**src/rtl/kbmat_pkg.sv**
```systemverilog
// Shared types, scancode constants and scancode-to-matrix tables for the PS/2 keyboard front end.
package kbmat_pkg;

  typedef enum logic [2:0] {
    ST_IDLE    = 3'd0,
    ST_BRK     = 3'd1,
    ST_EXT     = 3'd2,
    ST_EXT_BRK = 3'd3,
    ST_SKIP    = 3'd4
  } kbd_state_t;

  localparam logic [7:0] SC_BRK   = 8'hF0;
  localparam logic [7:0] SC_EXT   = 8'hE0;
  localparam logic [7:0] SC_PAUSE = 8'hE1;
  localparam logic [7:0] SC_BAT   = 8'hAA;

  // Bytes following E1 in the Pause sequence.
  localparam logic [2:0] PAUSE_TAIL = 3'd7;

  // Returns {hit, idx[5:0]} for a code from the unprefixed table.
  function automatic logic [6:0] map_norm(input logic [7:0] code);
    case (code)
      8'h5A:   map_norm = {1'b1, 6'd6};
      8'h1C:   map_norm = {1'b1, 6'd53};
      8'h29:   map_norm = {1'b1, 6'd46};
      8'h12:   map_norm = {1'b1, 6'd62};
      8'h59:   map_norm = {1'b1, 6'd7};
      default: map_norm = 7'd0;
    endcase
  endfunction

  // Returns {hit, idx[5:0]} for a code that followed an E0 prefix.
  function automatic logic [6:0] map_ext(input logic [7:0] code);
    case (code)
      8'h75:   map_ext = {1'b1, 6'd54};
      8'h72:   map_ext = {1'b1, 6'd55};
      default: map_ext = 7'd0;
    endcase
  endfunction

endpackage

```
**src/rtl/ps2_rx.sv**
```systemverilog
// PS/2 byte receiver: synchronisers, clock glitch filter, frame shifter and parity/stop check.
// With KBMAT_WATCHDOG_EN defined, a stalled partial frame is aborted after TIMEOUT cycles.
module ps2_rx #(
  parameter int unsigned FILTER_LEN = 8
`ifdef KBMAT_WATCHDOG_EN
  ,
  parameter logic [15:0] TIMEOUT    = 16'd19660
`endif
) (
  input  logic       mck,
  input  logic       rin,
  input  logic       ps2_clk,
  input  logic       ps2_dat,
  output logic       rx_valid,
  output logic [7:0] rx_byte,
  output logic       rx_err
);

  localparam int unsigned FCW = $clog2(FILTER_LEN + 1);

  logic [1:0]     clk_sync_q;
  logic [1:0]     dat_sync_q;
  logic [FCW-1:0] fcnt_q;
  logic           filt_q;
  logic [3:0]     bit_cnt_q;
  logic [7:0]     shift_q;
  logic           par_q;
  logic           flip;
  logic           fall;
  logic           wd_abort;

  always_ff @(posedge mck or posedge rin) begin
    if (rin) begin
      clk_sync_q <= 2'b11;
      dat_sync_q <= 2'b11;
    end else begin
      clk_sync_q <= {clk_sync_q[0], ps2_clk};
      dat_sync_q <= {dat_sync_q[0], ps2_dat};
    end
  end

  // The filtered level flips once the raw level has disagreed for FILTER_LEN samples in a row.
  assign flip = (clk_sync_q[1] != filt_q) && (fcnt_q == FCW'(FILTER_LEN - 1));
  assign fall = flip && filt_q;

  always_ff @(posedge mck or posedge rin) begin
    if (rin) begin
      fcnt_q <= '0;
      filt_q <= 1'b1;
    end else if (clk_sync_q[1] == filt_q || flip) begin
      fcnt_q <= '0;
      filt_q <= clk_sync_q[1];
    end else begin
      fcnt_q <= fcnt_q + FCW'(1);
    end
  end

`ifdef KBMAT_WATCHDOG_EN
  logic [15:0] wd_q;

  always_ff @(posedge mck or posedge rin) begin
    if (rin) begin
      wd_q <= TIMEOUT;
    end else if (fall) begin
      wd_q <= TIMEOUT;
    end else if (bit_cnt_q != 4'd0 && wd_q != 16'd0) begin
      wd_q <= wd_q - 16'd1;
    end
  end

  assign wd_abort = (bit_cnt_q != 4'd0) && (wd_q == 16'd0) && !fall;
`else
  assign wd_abort = 1'b0;
`endif

  always_ff @(posedge mck or posedge rin) begin
    if (rin) begin
      bit_cnt_q <= 4'd0;
      shift_q   <= 8'd0;
      par_q     <= 1'b0;
      rx_valid  <= 1'b0;
      rx_byte   <= 8'd0;
      rx_err    <= 1'b0;
    end else begin
      rx_valid <= 1'b0;
      rx_err   <= 1'b0;
      if (wd_abort) begin
        bit_cnt_q <= 4'd0;
        rx_err    <= 1'b1;
      end else if (fall) begin
        if (bit_cnt_q == 4'd0) begin
          // A high start bit is line noise; stay idle without flagging it.
          if (!dat_sync_q[1]) bit_cnt_q <= 4'd1;
        end else if (bit_cnt_q <= 4'd8) begin
          shift_q   <= {dat_sync_q[1], shift_q[7:1]};
          bit_cnt_q <= bit_cnt_q + 4'd1;
        end else if (bit_cnt_q == 4'd9) begin
          par_q     <= dat_sync_q[1];
          bit_cnt_q <= 4'd10;
        end else begin
          bit_cnt_q <= 4'd0;
          if (dat_sync_q[1] && (^{shift_q, par_q})) begin
            rx_valid <= 1'b1;
            rx_byte  <= shift_q;
          end else begin
            rx_err <= 1'b1;
          end
        end
      end
    end
  end

endmodule

```
**src/rtl/kbmat_ps2.sv**
```systemverilog
// PS/2 set-2 decoder maintaining the 64-bit Z88 key matrix read by the Blink keyboard port.
// Optional KBMAT_WATCHDOG_EN enables the partial-frame timeout in the receiver.
module kbmat_ps2
  import kbmat_pkg::*;
#(
  parameter int unsigned FILTER_LEN = 8,
  parameter logic [15:0] TIMEOUT    = 16'd19660
) (
  input  logic        mck,
  input  logic        rin,
  input  logic        ps2_clk,
  input  logic        ps2_dat,
  output logic [63:0] kbmat,
  output logic        key_valid,
  output logic [5:0]  key_idx,
  output logic        key_up,
  output logic        err
);

  if (FILTER_LEN == 0 || TIMEOUT == 16'd0) begin : g_bad_cfg
    $error("kbmat_ps2: FILTER_LEN and TIMEOUT must be non-zero");
  end

  logic       rx_valid;
  logic [7:0] rx_byte;
  logic       rx_err;

  ps2_rx #(
    .FILTER_LEN(FILTER_LEN)
`ifdef KBMAT_WATCHDOG_EN
    ,
    .TIMEOUT   (TIMEOUT)
`endif
  ) u_rx (
    .mck     (mck),
    .rin     (rin),
    .ps2_clk (ps2_clk),
    .ps2_dat (ps2_dat),
    .rx_valid(rx_valid),
    .rx_byte (rx_byte),
    .rx_err  (rx_err)
  );

  kbd_state_t  state_q, state_d;
  logic [2:0]  skip_q, skip_d;
  logic [63:0] mat_q, mat_d;
  logic        valid_q, valid_d;
  logic [5:0]  idx_q, idx_d;
  logic        up_q, up_d;
  logic        use_ext;
  logic        is_brk;
  logic        is_key;
  logic [6:0]  key_map;

  assign use_ext = (state_q == ST_EXT) || (state_q == ST_EXT_BRK);
  assign is_brk  = (state_q == ST_BRK) || (state_q == ST_EXT_BRK);
  assign key_map = use_ext ? map_ext(rx_byte) : map_norm(rx_byte);

  always_comb begin
    state_d = state_q;
    skip_d  = skip_q;
    mat_d   = mat_q;
    valid_d = 1'b0;
    idx_d   = idx_q;
    up_d    = up_q;
    is_key  = 1'b0;
    if (rx_err) begin
      state_d = ST_IDLE;
      skip_d  = 3'd0;
    end else if (rx_valid) begin
      state_d = ST_IDLE;
      case (state_q)
        ST_IDLE: begin
          // FA/EE fall through as unmapped make codes and are thus ignored.
          if (rx_byte == SC_BRK) begin
            state_d = ST_BRK;
          end else if (rx_byte == SC_EXT) begin
            state_d = ST_EXT;
          end else if (rx_byte == SC_PAUSE) begin
            state_d = ST_SKIP;
            skip_d  = PAUSE_TAIL;
          end else if (rx_byte == SC_BAT) begin
            mat_d = '0;
          end else begin
            is_key = 1'b1;
          end
        end
        ST_EXT: begin
          if (rx_byte == SC_BRK) state_d = ST_EXT_BRK;
          else is_key = 1'b1;
        end
        ST_BRK, ST_EXT_BRK: is_key = 1'b1;
        ST_SKIP: begin
          skip_d = skip_q - 3'd1;
          if (skip_q != 3'd1) state_d = ST_SKIP;
        end
        default: state_d = ST_IDLE;
      endcase
      // Only a real bit change is reported, so typematic repeats stay silent.
      if (is_key && key_map[6] && (mat_q[key_map[5:0]] == is_brk)) begin
        mat_d[key_map[5:0]] = !is_brk;
        valid_d = 1'b1;
        idx_d   = key_map[5:0];
        up_d    = is_brk;
      end
    end
  end

  always_ff @(posedge mck or posedge rin) begin
    if (rin) begin
      state_q <= ST_IDLE;
      skip_q  <= 3'd0;
      mat_q   <= '0;
      valid_q <= 1'b0;
      idx_q   <= 6'd0;
      up_q    <= 1'b0;
    end else begin
      state_q <= state_d;
      skip_q  <= skip_d;
      mat_q   <= mat_d;
      valid_q <= valid_d;
      idx_q   <= idx_d;
      up_q    <= up_d;
    end
  end

  assign kbmat     = mat_q;
  assign key_valid = valid_q;
  assign key_idx   = idx_q;
  assign key_up    = up_q;
  assign err       = rx_err;

endmodule
```
**config.mk**
```make
export PLATFORM = sky130hd
export DESIGN_NAME = kbmat_ps2
export DESIGN_NICKNAME = d
export VERILOG_FILES = /design/src/rtl/kbmat_pkg.sv /design/src/rtl/ps2_rx.sv /design/src/rtl/kbmat_ps2.sv
export SDC_FILE = /design/constraint.sdc
export NUM_CORES = 1
export LEC_CHECK = 0
export CAP_MARGIN = 30
export CORE_MARGIN = 1.5
export CORE_UTILIZATION = 50
export CTS_BUF_LIST = sky130_fd_sc_hd__clkbuf_16
export DETAILED_ROUTE_END_ITERATION = 8
export PLACE_DENSITY = 0.83
export SYNTH_ARGS = -nofsm -noshare
export SYNTH_HDL_FRONTEND = slang
export SYNTH_SLANG_ARGS = --single-unit
```
**constraint.sdc**
```tcl
create_clock -name mck -period 6.49 [get_ports mck]
set_clock_uncertainty 0.15 [all_clocks]
set_input_delay 1.947 -clock mck [delete_from_list [all_inputs] [get_ports mck]]
set_output_delay 1.947 -clock mck [all_outputs]
set_load 0.01 [all_outputs]
```
== Yosys cells after proc, flatten, opt, wreduce, memory -nomap -nowiden ==
Cells that the tools add are included.
Word-level totals
  bits in registers: 110
  input bits: 4
  output and inout bits: 73
Operators by class
  add/subtract/negate cells: 3
  order comparisons: 3
  eq/ne operators: 25
  muxes and demuxes: 56
  bitwise gates (word level): 4
  reductions and logical operators: 23
Operator list (count)
  two-way mux 64 bit: 8
  bitwise mux 64 bit: 1
  case mux 7 bit (5 select lines): 1
  two-way mux 3 bit: 11
  == test 8 x 7 -> 1 bit (second input constant): 4
  == test 8 bit (second input constant): 4
  two-way mux 1 bit: 22
  two-way mux 4 bit: 5
  == test 8 x 5 -> 1 bit (second input constant): 2
  case mux 7 bit (2 select lines): 1
  AND reduction 5 bit: 2
  inequality test 3 x 2 -> 1 bit (second input constant): 3
  case mux 3 bit (3 select lines): 1
  parity 9 bit: 1
  adder 4 x 1 -> 4 bit (second input constant): 2
  == test 8 x 6 -> 1 bit (second input constant): 1
  < comparator 6 x 7 -> 1 bit (second input constant): 1
  two-way mux 7 bit: 1
  binary-select mux 1 bit (select 6 bit): 1
  demux 1 bit (select 6 bit): 1
  == test 3 x 2 -> 1 bit (second input constant): 2
  greater-or-equal comparator 6 x 1 -> 1 bit (second input constant): 1
  logical AND 1 bit: 6
  case mux 3 bit (2 select lines): 1
  23 further kinds: 31

== Longest topological paths before layout ==
Gate-level depths: netlist of the first run.
  depth after elaboration: 13
  gate-level depth with buffers: 11

== Cells and area by module ==
From an unflattened synthesis of the first run, not the netlist that was laid out.
Unflattened totals
  cells, all modules: 432
  area total of the unflattened synthesis: 5082.4 sq um
Modules (own cells, without submodules)
  kbmat_ps2: times used 1, cells each 323, area each 3621.0 sq um
  ps2_rx: times used 1, cells each 109, area each 1461.4 sq um

== Worst setup path after synthesis of the first run ==
Ideal clock, no wire load.
  path type: register -> register
  from: register u_rx.rx_byte[4]
  to: register mat_q[55], in the netlist kbmat[55]
  library setup time: 126 ps
  arrival time: 2779 ps
  required time: 6214 ps
  setup slack: 3435 ps
  stages on the path, launching flop included: 11
  path buffers: 2
  period minus slack after synthesis: 3055 ps
  cells stage by stage: dfrtp_1 > buf_6 > or3b_4 > o41a_1 > o31a_4 > o221a_4 > o31a_1 > and3_1 > buf_6 > o31a_1 > a221o_1
On the way
  word-level cells in the longest chain between the ends: 11
  elaborated cells on any way between the ends: 41
  those cells by class: order compare: 2; eq/ne: 12; mux: 24; reduce/logical: 3
RTL lines
  start: declaration: line ps2_rx.sv:15  | output logic [7:0] rx_byte,
  start signal: assignment: line ps2_rx.sv:104  | rx_byte <= shift_q;
  branches (longest 10 deep; another with < comparator 6 x 7 -> 1 bit)
  two-way mux 64 bit *: line kbmat_ps2.sv:100  | if (is_key && key_map[6] && (mat_q[key_map[5:0]] == is_brk)) begin
  end signal: assignment: line kbmat_ps2.sv:120  | mat_q <= mat_d;
  end: declaration: line kbmat_ps2.sv:46  | logic [63:0] mat_q, mat_d;
Every way passes the cells marked *. The select of a mux whose other input is x is not followed.
A chain may end at the register's enable or synchronous reset.

== Worst setup path after layout of the first run ==
  from: register state_q[2]
  to: register mat_q[55], in the netlist kbmat[55]
On the way
  word-level cells in the longest chain between the ends: 9
  elaborated cells on any way between the ends: 27
  those cells by class: order compare: 2; eq/ne: 4; mux: 13; reduce/logical: 8
RTL lines
  start: declaration: line kbmat_ps2.sv:44  | kbd_state_t state_q, state_d;
  start signal: assignment: line kbmat_ps2.sv:118  | state_q <= state_d;
  == test 3 x 2 -> 1 bit (on tied branches): line kbmat_ps2.sv:55, kbmat_ps2.sv:72, kbmat_ps2.sv:56
  logical OR 1 bit: line kbmat_ps2.sv:55  | assign use_ext = (state_q == ST_EXT) || (state_q == ST_EXT_BRK);
  two-way mux 7 bit: line kbmat_ps2.sv:57  | assign key_map = use_ext ? map_ext(rx_byte) : map_norm(rx_byte);
  < comparator 6 x 7 -> 1 bit (implied by the code) or greater-or-equal comparator 6 x 1 -> 1 bit (tied branches): line kbmat_ps2.sv:101  | mat_d[key_map[5:0]] = !is_brk;
  logical AND 1 bit (implied by the code): line kbmat_ps2.sv:101
  two-way mux 1 bit (implied by the code): line kbmat_ps2.sv:101
  demux 1 bit (select 6 bit): line kbmat_ps2.sv:101
  bitwise mux 64 bit: line kbmat_ps2.sv:101
  two-way mux 64 bit *: line kbmat_ps2.sv:100
Every way passes the cells marked *; elsewhere a longest branch is shown, timed or not. The select of a mux whose other input is x is not followed.

==> results.md, run 1 <==
* Run status: completed
* Root buffer cell: clkbuf_16
* Drt initial violations at 239
* Placement Rows at 36
* R2R Setup Slk at 2880 ps
* Shortest clock period the worst path allows after layout at 3610 ps
* Area delta synth->final at 22.2%
* Capturing point of the worst reg2reg path: kbmat[55]$_DFFE_PP0P_
* Worst-Margin Slew at 945 ps
* Detailed-route via count at 3590
* Max frequency at 277 MHz
* Crit path max fanout at 14
* Number of distinct standard cells referenced by the synthesized netlist at 73
* Number of hold-slack violations in the final timing report at 0
* Total of warnings raised by yosys at 0
* Maximum level of the CTS H-tree at 3
* Proportion of layout cells with a drive suffix above 1 at 0.123
* Total Routing Usage GR at 0.212
* Mapped Area at 5030 um2
* Final worst path period share at 0.557
* Drt first pass iters at 5
* Number of antenna violations at the first check in global routing at 0
* Worst relative slew slack at 0.369
* Hold Path Origin: u_rx.dat_sync_q[0]$_DFF_PP1_
* Number of global-route vias before repair at 3621
* First-pass GRT wire length at 17.6 mm
* WL per Instance at 15.9 um
* Detailed placement HPWL at 7.26 mm
* Total of max-cap violations at 0
* Clock Tree Buf Depth at 2
* Post-synth EDFFs at 0
* Input/output buffers at 76
* Logic gate share of total power at 0.032
* Die Footprint at 10700 um2
* Asr flop ratio synth at 1.00
* Number of flip-flops and latches in the synthesized netlist at 110
* Net switching share of the total power at 0.225
* Total CTS buffers at 9
* Cell count after synthesis at 441
* Reg-to-reg startpoint: state_q[2]$_DFFE_PP0P_
* Final setup violation count at 0
* Net Switching at 0.285 mW
* Worst setup path class: flip-flop to flip-flop
* CTS tree: done
* Syn_nets at 451
* Total negative slack for setup checks at 0 ps
* Antenna diode count at 0
* Setup repair after global routing missed its margin: false
* Antenna viol nets, final at 0
* Min-delay worst type: flip-flop to flip-flop
* Setup bufs post-CTS at 0
* Start point of the critical path: state_q[2]$_DFFE_PP0P_
* Per-instance average area after synthesis at 11.4 um2
* Starting Density at 0.514
* Total internal power at 0.981 mW
* Sequential-to-total area share from yosys stat at 0.549
* Die height at 103 um
* Most used flip-flop cell after synthesis: dfrtp_1
* Number of cell instances on the worst register-to-register path at 8
* Post-CTS Hold Buffers at 0
* Total number of clock tree sinks at 110
* Layout net count at 519
* Leakage at 2.76 nW
* Seq pwr share at 0.560
* Largest net degree at the start of global routing at 79
* Data arrival time at the worst-slack endpoint at 3690 ps
* DRC errors left at 0
* Areal power density over the cells at 206 nW/um2
* Leading cell types in the layout, fill and taps excluded: dfrtp_1, clkdlybuf4s50_1, and2_1
* Clock-pin transition on the worst setup and hold timing paths at 70 ps
* Worst setup path endpoint: kbmat[55]$_DFFE_PP0P_
* Required time at the endpoint of the critical path at 6570 ps
* RD Place Congestion at 0.907
* Die Span X at 103 um
* Number of ports placed on the die boundary at 77
* Wire length reported by the detailed router at 10.2 mm
* Leading cell type in the layout, fill and taps excluded: dfrtp_1
* Average vias per placed instance at 5.56
* Worst setup SP type: flip-flop
* Core region area at 9770 um2
* Type of element capturing the critical path: flip-flop
* Max IR drop VDD at 0.141 mV
* Final number of max-transition violations at 0
* Gates resized, CTS repair at 0
* Clock share of power at 0.408
* Power, Total at 1.27 mW
* Gr ovfl total at 0
* Clk Latency, worst-skew pair at 350 ps
## per-layer routing
| metal | wire length (um) | global-route usage | up-vias | share of wire |
|---|---|---|---|---|
| li1 | - | - | 1695 | - |
| met1 | 4330 | 0.267 | 1752 | 0.42 |
| met2 | 5210 | 0.364 | 123 | 0.51 |
| met3 | 505 | 0.0390 | 20 | 0.049 |
| met4 | 199 | 0.0821 | 0 | 0.019 |
| met5 | 0 | 0 | - | 0 |
## synthesized netlist by cell type, drive strengths merged (3+ instances only)
library cell,number,area (um2)
nor3b,4,30.0
mux2i,3,30.0
nor4,5,31.3
nor3,5,25.0
o21ai,19,103
o311ai,3,26.3
o31a,3,35.0
buf,5,46.3
or3b,5,46.3
a32oi,5,43.8
mux2,22,263
xnor2,11,96.3
clkbuf,16,61.3
dfrtp,105,2630
ha,6,75.1
nor2,22,82.6
or2,6,37.5
o211ai,6,45.0
or4,5,37.5
a21oi,10,50.1
nand2,21,78.8
a211oi,3,22.5
o31ai,3,22.5
inv,15,56.3
a31oi,5,31.3
dfstp,5,131
o211a,4,40.0
and2,60,375
nand2b,7,43.8
nand4,3,25.0
nand3,7,35.0
nand3b,4,30.0
## power groups by stage
stage | logic (mW) | registers, mW | clock network [mW]
global placement | 0.0397 | 0.721 | 0
global route | 0.0496 | 0.711 | 0.553
detailed placement | 0.0417 | 0.722 | 0
finish | 0.0409 | 0.709 | 0.516
CTS | 0.0424 | 0.709 | 0.529
floorplan | 0.0323 | 0.720 | 0
## worst min-delay path by stage
stage / to / slack [ps] / cells past startpoint
global route: u_rx.clk_sync_q[1]$_DFF_PP1_ / 210 / 0
finish: u_rx.dat_sync_q[1]$_DFF_PP1_ / 210 / 0
floorplan: u_rx.clk_sync_q[1]$_DFF_PP1_ / 200 / 0
CTS: u_rx.clk_sync_q[1]$_DFF_PP1_ / 210 / 0
detailed placement: u_rx.clk_sync_q[1]$_DFF_PP1_ / 200 / 0
global placement: u_rx.dat_sync_q[1]$_DFF_PP1_ / 200 / 0
## area by class of cell
cell class	count	area [um2]
Multi-Input combinational cell	295	2110
Sequential cell	110	2760
Clock inverter	6	53.8
Clock buffer	9	225
Timing Repair Buffer	78	776
Tap cell	133	166
Inverter	15	58.8
Fill cell	794	3630
## worst max-delay path, stage by stage (launching register included)
cell     delay [ps]
dfrtp_1         500
nor2b_1         780
nand4_2         370
o21a_1          270
o221a_4         290
o31a_1          320
and3_1          270
o31a_1          280
a221o_1         260
## registers in the layout, indices dropped and copies added, names as in the netlist
| register | cells |
|---|---|
| kbmat | 64 |
| u_rx.rx_byte | 8 |
| u_rx.shift_q | 8 |
| key_idx | 6 |
| u_rx.bit_cnt_q | 4 |
| u_rx.fcnt_q | 4 |
| skip_q | 3 |
| state_q | 3 |
| u_rx.clk_sync_q | 2 |
| u_rx.dat_sync_q | 2 |
| key_up | 1 |
| key_valid | 1 |
| u_rx.filt_q | 1 |
| u_rx.par_q | 1 |
| u_rx.rx_err | 1 |
| u_rx.rx_valid | 1 |
## cell families (layout without fill, tap and decap cells)
| logic type | Yosys count | after routing | synth area share |
|---|---|---|---|
| DFF | 110 | 110 | 0.549 |
| AOI/OAI and AO/OA | 78 | 78 | 0.116 |
| and+or+nand+nor | 173 | 173 | 0.207 |
| muxes | 25 | 25 | 0.0582 |
| xor gates and xnor gates | 13 | 13 | 0.0226 |
| adders and majority gates | 6 | 6 | 0.0149 |
| buffers and inverters | 36 | 108 | 0.0326 |
## metrics by stage
stage               utilization  instance area, um2  hold WS [ps]  setup WS, ps  std cells
global route              0.629                6140           213          2630        646
global placement          0.600                5870           198          2830        631
CTS                       0.629                6140           210          2940        646
floorplan                     -                5030           195          1500        441
finish                    0.629                6140           209          2880        646
detailed placement        0.600                5870           200          2770        631
Note: power is estimated with default switching activity, not from simulation.
==> run 2, diff against run 1 <==
Clock period 6.49 ns to 3.4 ns, I/O delays scaled along.
==> run 2 against run 1 <==
  * First-iteration DRC count down 20%
  * Final cell count is 1.4% higher
  * Non-clock buffer count grew 8
  * Sequential cell count unchanged
  * Die area unchanged
  * Core utilization up 1.5 points
  * Cell area increased by 2.3%
  * Combinational power rose by 95%
  * Sequential power is 90% higher
  * Hold slack improved by 0.87 ps
  * Register-to-register slack got worse by 2800 ps
  * Critical path depth grew 1
  * Largest cell class unchanged
==> results.md, run 2 (synthesis gave the netlist of run 1 again) <==
* Final worst path period share at 0.967 (+0.410)
* First-pass GRT wire length at 17.6 mm (+0.31%)
* Net switching share of the total power at 0.223 (-0.00210)
* Areal power density over the cells at 401 nW/um2 (+94%)
* Layout net count at 527 (+1.5%)
* Seq pwr share at 0.537 (-0.023)
* Gates resized, CTS repair at 0 (unchanged)
* Die height at 103 um (unchanged)
* Maximum level of the CTS H-tree at 3 (unchanged)
* Logic gate share of total power at 0.032 (about the same)
* Number of global-route vias before repair at 3526 (-2.6%)
* Area delta synth->final at 25.0%
* Wire length reported by the detailed router at 10.5 mm (+2.4%)
* Drt initial violations at 192 (-20%)
* Post-DP Area at 5940 um2 (+1.3%)
* Number of hold-slack violations in the final timing report at 0 (unchanged)
* Final setup violation count at 0 (unchanged)
* Total internal power at 1.96 mW (+99%)
* Post-route standard cell area excluding fillers at 6290 um2 (+2.3%)
* Worst relative slew slack at 0.575 (+0.207)
* Total CTS buffers at 9 (unchanged)
* Drt first pass iters at 5 (unchanged)
* Clock-pin transition on the worst setup and hold timing paths at 70 ps (about the same)
* Core region area at 9770 um2 (unchanged)
* Hold Path Origin: u_rx.clk_sync_q[0]$_DFF_PP1_
* Min setup slack post-route at 112 ps (-2760 ps)
* Power, Total at 2.52 mW (+99%)
* Endpoint with the worst hold slack: u_rx.clk_sync_q[1]$_DFF_PP1_
* Die Span X at 103 um (unchanged)
* Number of flip-flops under the largest register name at 64 (unchanged)
* Post-CTS Hold Buffers at 0 (unchanged)
* Type of element capturing the critical path: flip-flop
* Utilization after layout at 0.643 (+0.0146)
* Worst-Margin Slew at 631 ps (-314 ps)
* Leakage at 2.83 nW (+2.6%)
* Max IR drop VDD at 0.322 mV (+130%)
* Gr ovfl total at 0 (unchanged)
* Antenna viol nets, final at 0 (unchanged)
* Antenna diode count at 0 (unchanged)
* Placement Rows at 36 (unchanged)
* Number of ports placed on the die boundary at 77 (unchanged)
* Max frequency at 304 MHz (+9.9%)
* Final number of max-transition violations at 0 (unchanged)
* Clk Latency, worst-skew pair at 340 ps (about the same)
* Leading cell types in the layout, fill and taps excluded: dfrtp_1, clkdlybuf4s50_1, and2_1
* Total number of clock tree sinks at 110 (unchanged)
* Hold-critical path depth at 0 (unchanged)
* Proportion of layout cells with a drive suffix above 1 at 0.146 (+0.0228)
* Clock share of power at 0.431 (+0.023)
* Reg-to-reg startpoint: u_rx.rx_byte[6]$_DFFE_PP0P_
* Worst setup path class: flip-flop to flip-flop
* Setup slack after placement at 127 ps (-2640 ps)
* Setup bufs post-CTS at 0 (unchanged)
* RD Place Congestion at 0.924 (+1.9%)
* Average vias per placed instance at 5.49 (-1.2%)
* Worst setup SP type: flip-flop
* Number of antenna violations at the first check in global routing at 0 (unchanged)
* Min-delay worst type: flip-flop to flip-flop
* Total of max-cap violations at 0 (unchanged)
* CTS tree: done
* Data arrival time at the worst-slack endpoint at 3370 ps (-320 ps)
* R2R Setup Slk at 110 ps (-2760 ps)
* DRC errors left at 0 (unchanged)
* Capturing point of the worst reg2reg path: key_idx[1]$_DFFE_PP0P_
* Input/output buffers at 76 (unchanged)
* Shortest clock period the worst path allows after layout at 3290 ps (-325 ps)
* Clock Tree Buf Depth at 2 (unchanged)
* Net Switching at 0.562 mW (+97%)
* Leading cell type in the layout, fill and taps excluded: dfrtp_1
* Detailed-route via count at 3596 (+0.17%)
* Root buffer cell: clkbuf_16
* Number of cell instances on the worst register-to-register path at 9 (+1)
* Total Routing Usage GR at 0.213 (+0.00153)
* Die Footprint at 10700 um2 (unchanged)
* Largest net degree at the start of global routing at 111 (+41%)
* Starting Density at 0.514 (unchanged)
* Run status: completed
* Crit path max fanout at 12 (-2)
* Total negative slack for setup checks at 0 ps (unchanged)
* WL per Instance at 16.0 um (+1.0%)
* Required time at the endpoint of the critical path at 3480 ps (-3090 ps)
* Detailed placement HPWL at 7.33 mm (+1.0%)
-- run 2: cell count changes in the layout (fill, tap and decap cells not counted), sizes merged --
cell	previous run	this run
clkinv	2	1
clkinvlp	0	1
buf	2	10
bufinv	0	1
-- run 2: power by group through the flow --
| stage | clock [mW] | sequential, mW | combinational (mW) |
|---|---|---|---|
| floorplan | 0 | 1.37 | 0.0619 |
| global placement | 0 | 1.38 | 0.0787 |
| detailed placement | 0 | 1.38 | 0.0822 |
| CTS | 1.11 | 1.35 | 0.0824 |
| global route | 1.16 | 1.35 | 0.0934 |
| finish | 1.09 | 1.35 | 0.0797 |
-- run 2: layout make-up --
cell class | instances | area [um2]
Timing Repair Buffer | 86 | 848
Tap cell | 133 | 166
Clock inverter | 7 | 90.1
Sequential cell | 110 | 2760
Fill cell | 765 | 3490
Inverter | 15 | 60.1
Multi-Input combinational cell | 295 | 2130
Clock buffer | 9 | 225
-- run 2: worst max-delay path, stage by stage (launching register included) --
cell and delay, ps:
dfrtp_2 470, or3b_1 410, a211o_1 420, o21a_1 290
o221a_4 290, o31a_1 320, a31oi_1 240, o21ai_2 110
inv_2 150, mux2_4 320
-- run 2: stage by stage --
step,hold slack (ps),cells
final,210,655
after detailed placement,201,639
after global placement,197,639
after floorplan,195,441
after CTS,212,655
after global routing,215,655
-- run 2: how the worst max path moves through the flow --
stage | cells after the start | start | slack, ps | to
final | 9 | u_rx.rx_byte[6]$_DFFE_PP0P_ | 110 | key_idx[1]$_DFFE_PP0P_
after detailed placement | 8 | u_rx.rx_byte[2]$_DFFE_PP0P_ | 130 | kbmat[62]$_DFFE_PP0P_
after floorplan | 10 | u_rx.rx_byte[4]$_DFFE_PP0P_ | 340 | kbmat[55]$_DFFE_PP0P_
after global placement | 8 | u_rx.rx_byte[2]$_DFFE_PP0P_ | 200 | kbmat[55]$_DFFE_PP0P_
after CTS | 9 | u_rx.rx_byte[2]$_DFFE_PP0P_ | 80 | key_idx[1]$_DFFE_PP0P_
after global routing | 9 | u_rx.rx_byte[0]$_DFFE_PP0P_ | -10 | key_idx[0]$_DFFE_PP0P_
-- run 2: metal layers --
metal	global-route usage	vias to the layer above	wire, um
met1	0.272	1766	4550
met2	0.360	99	5290
li1	-	1720	-
met3	0.0585	11	555
met4	0.0593	0	95
met5	0	-	0
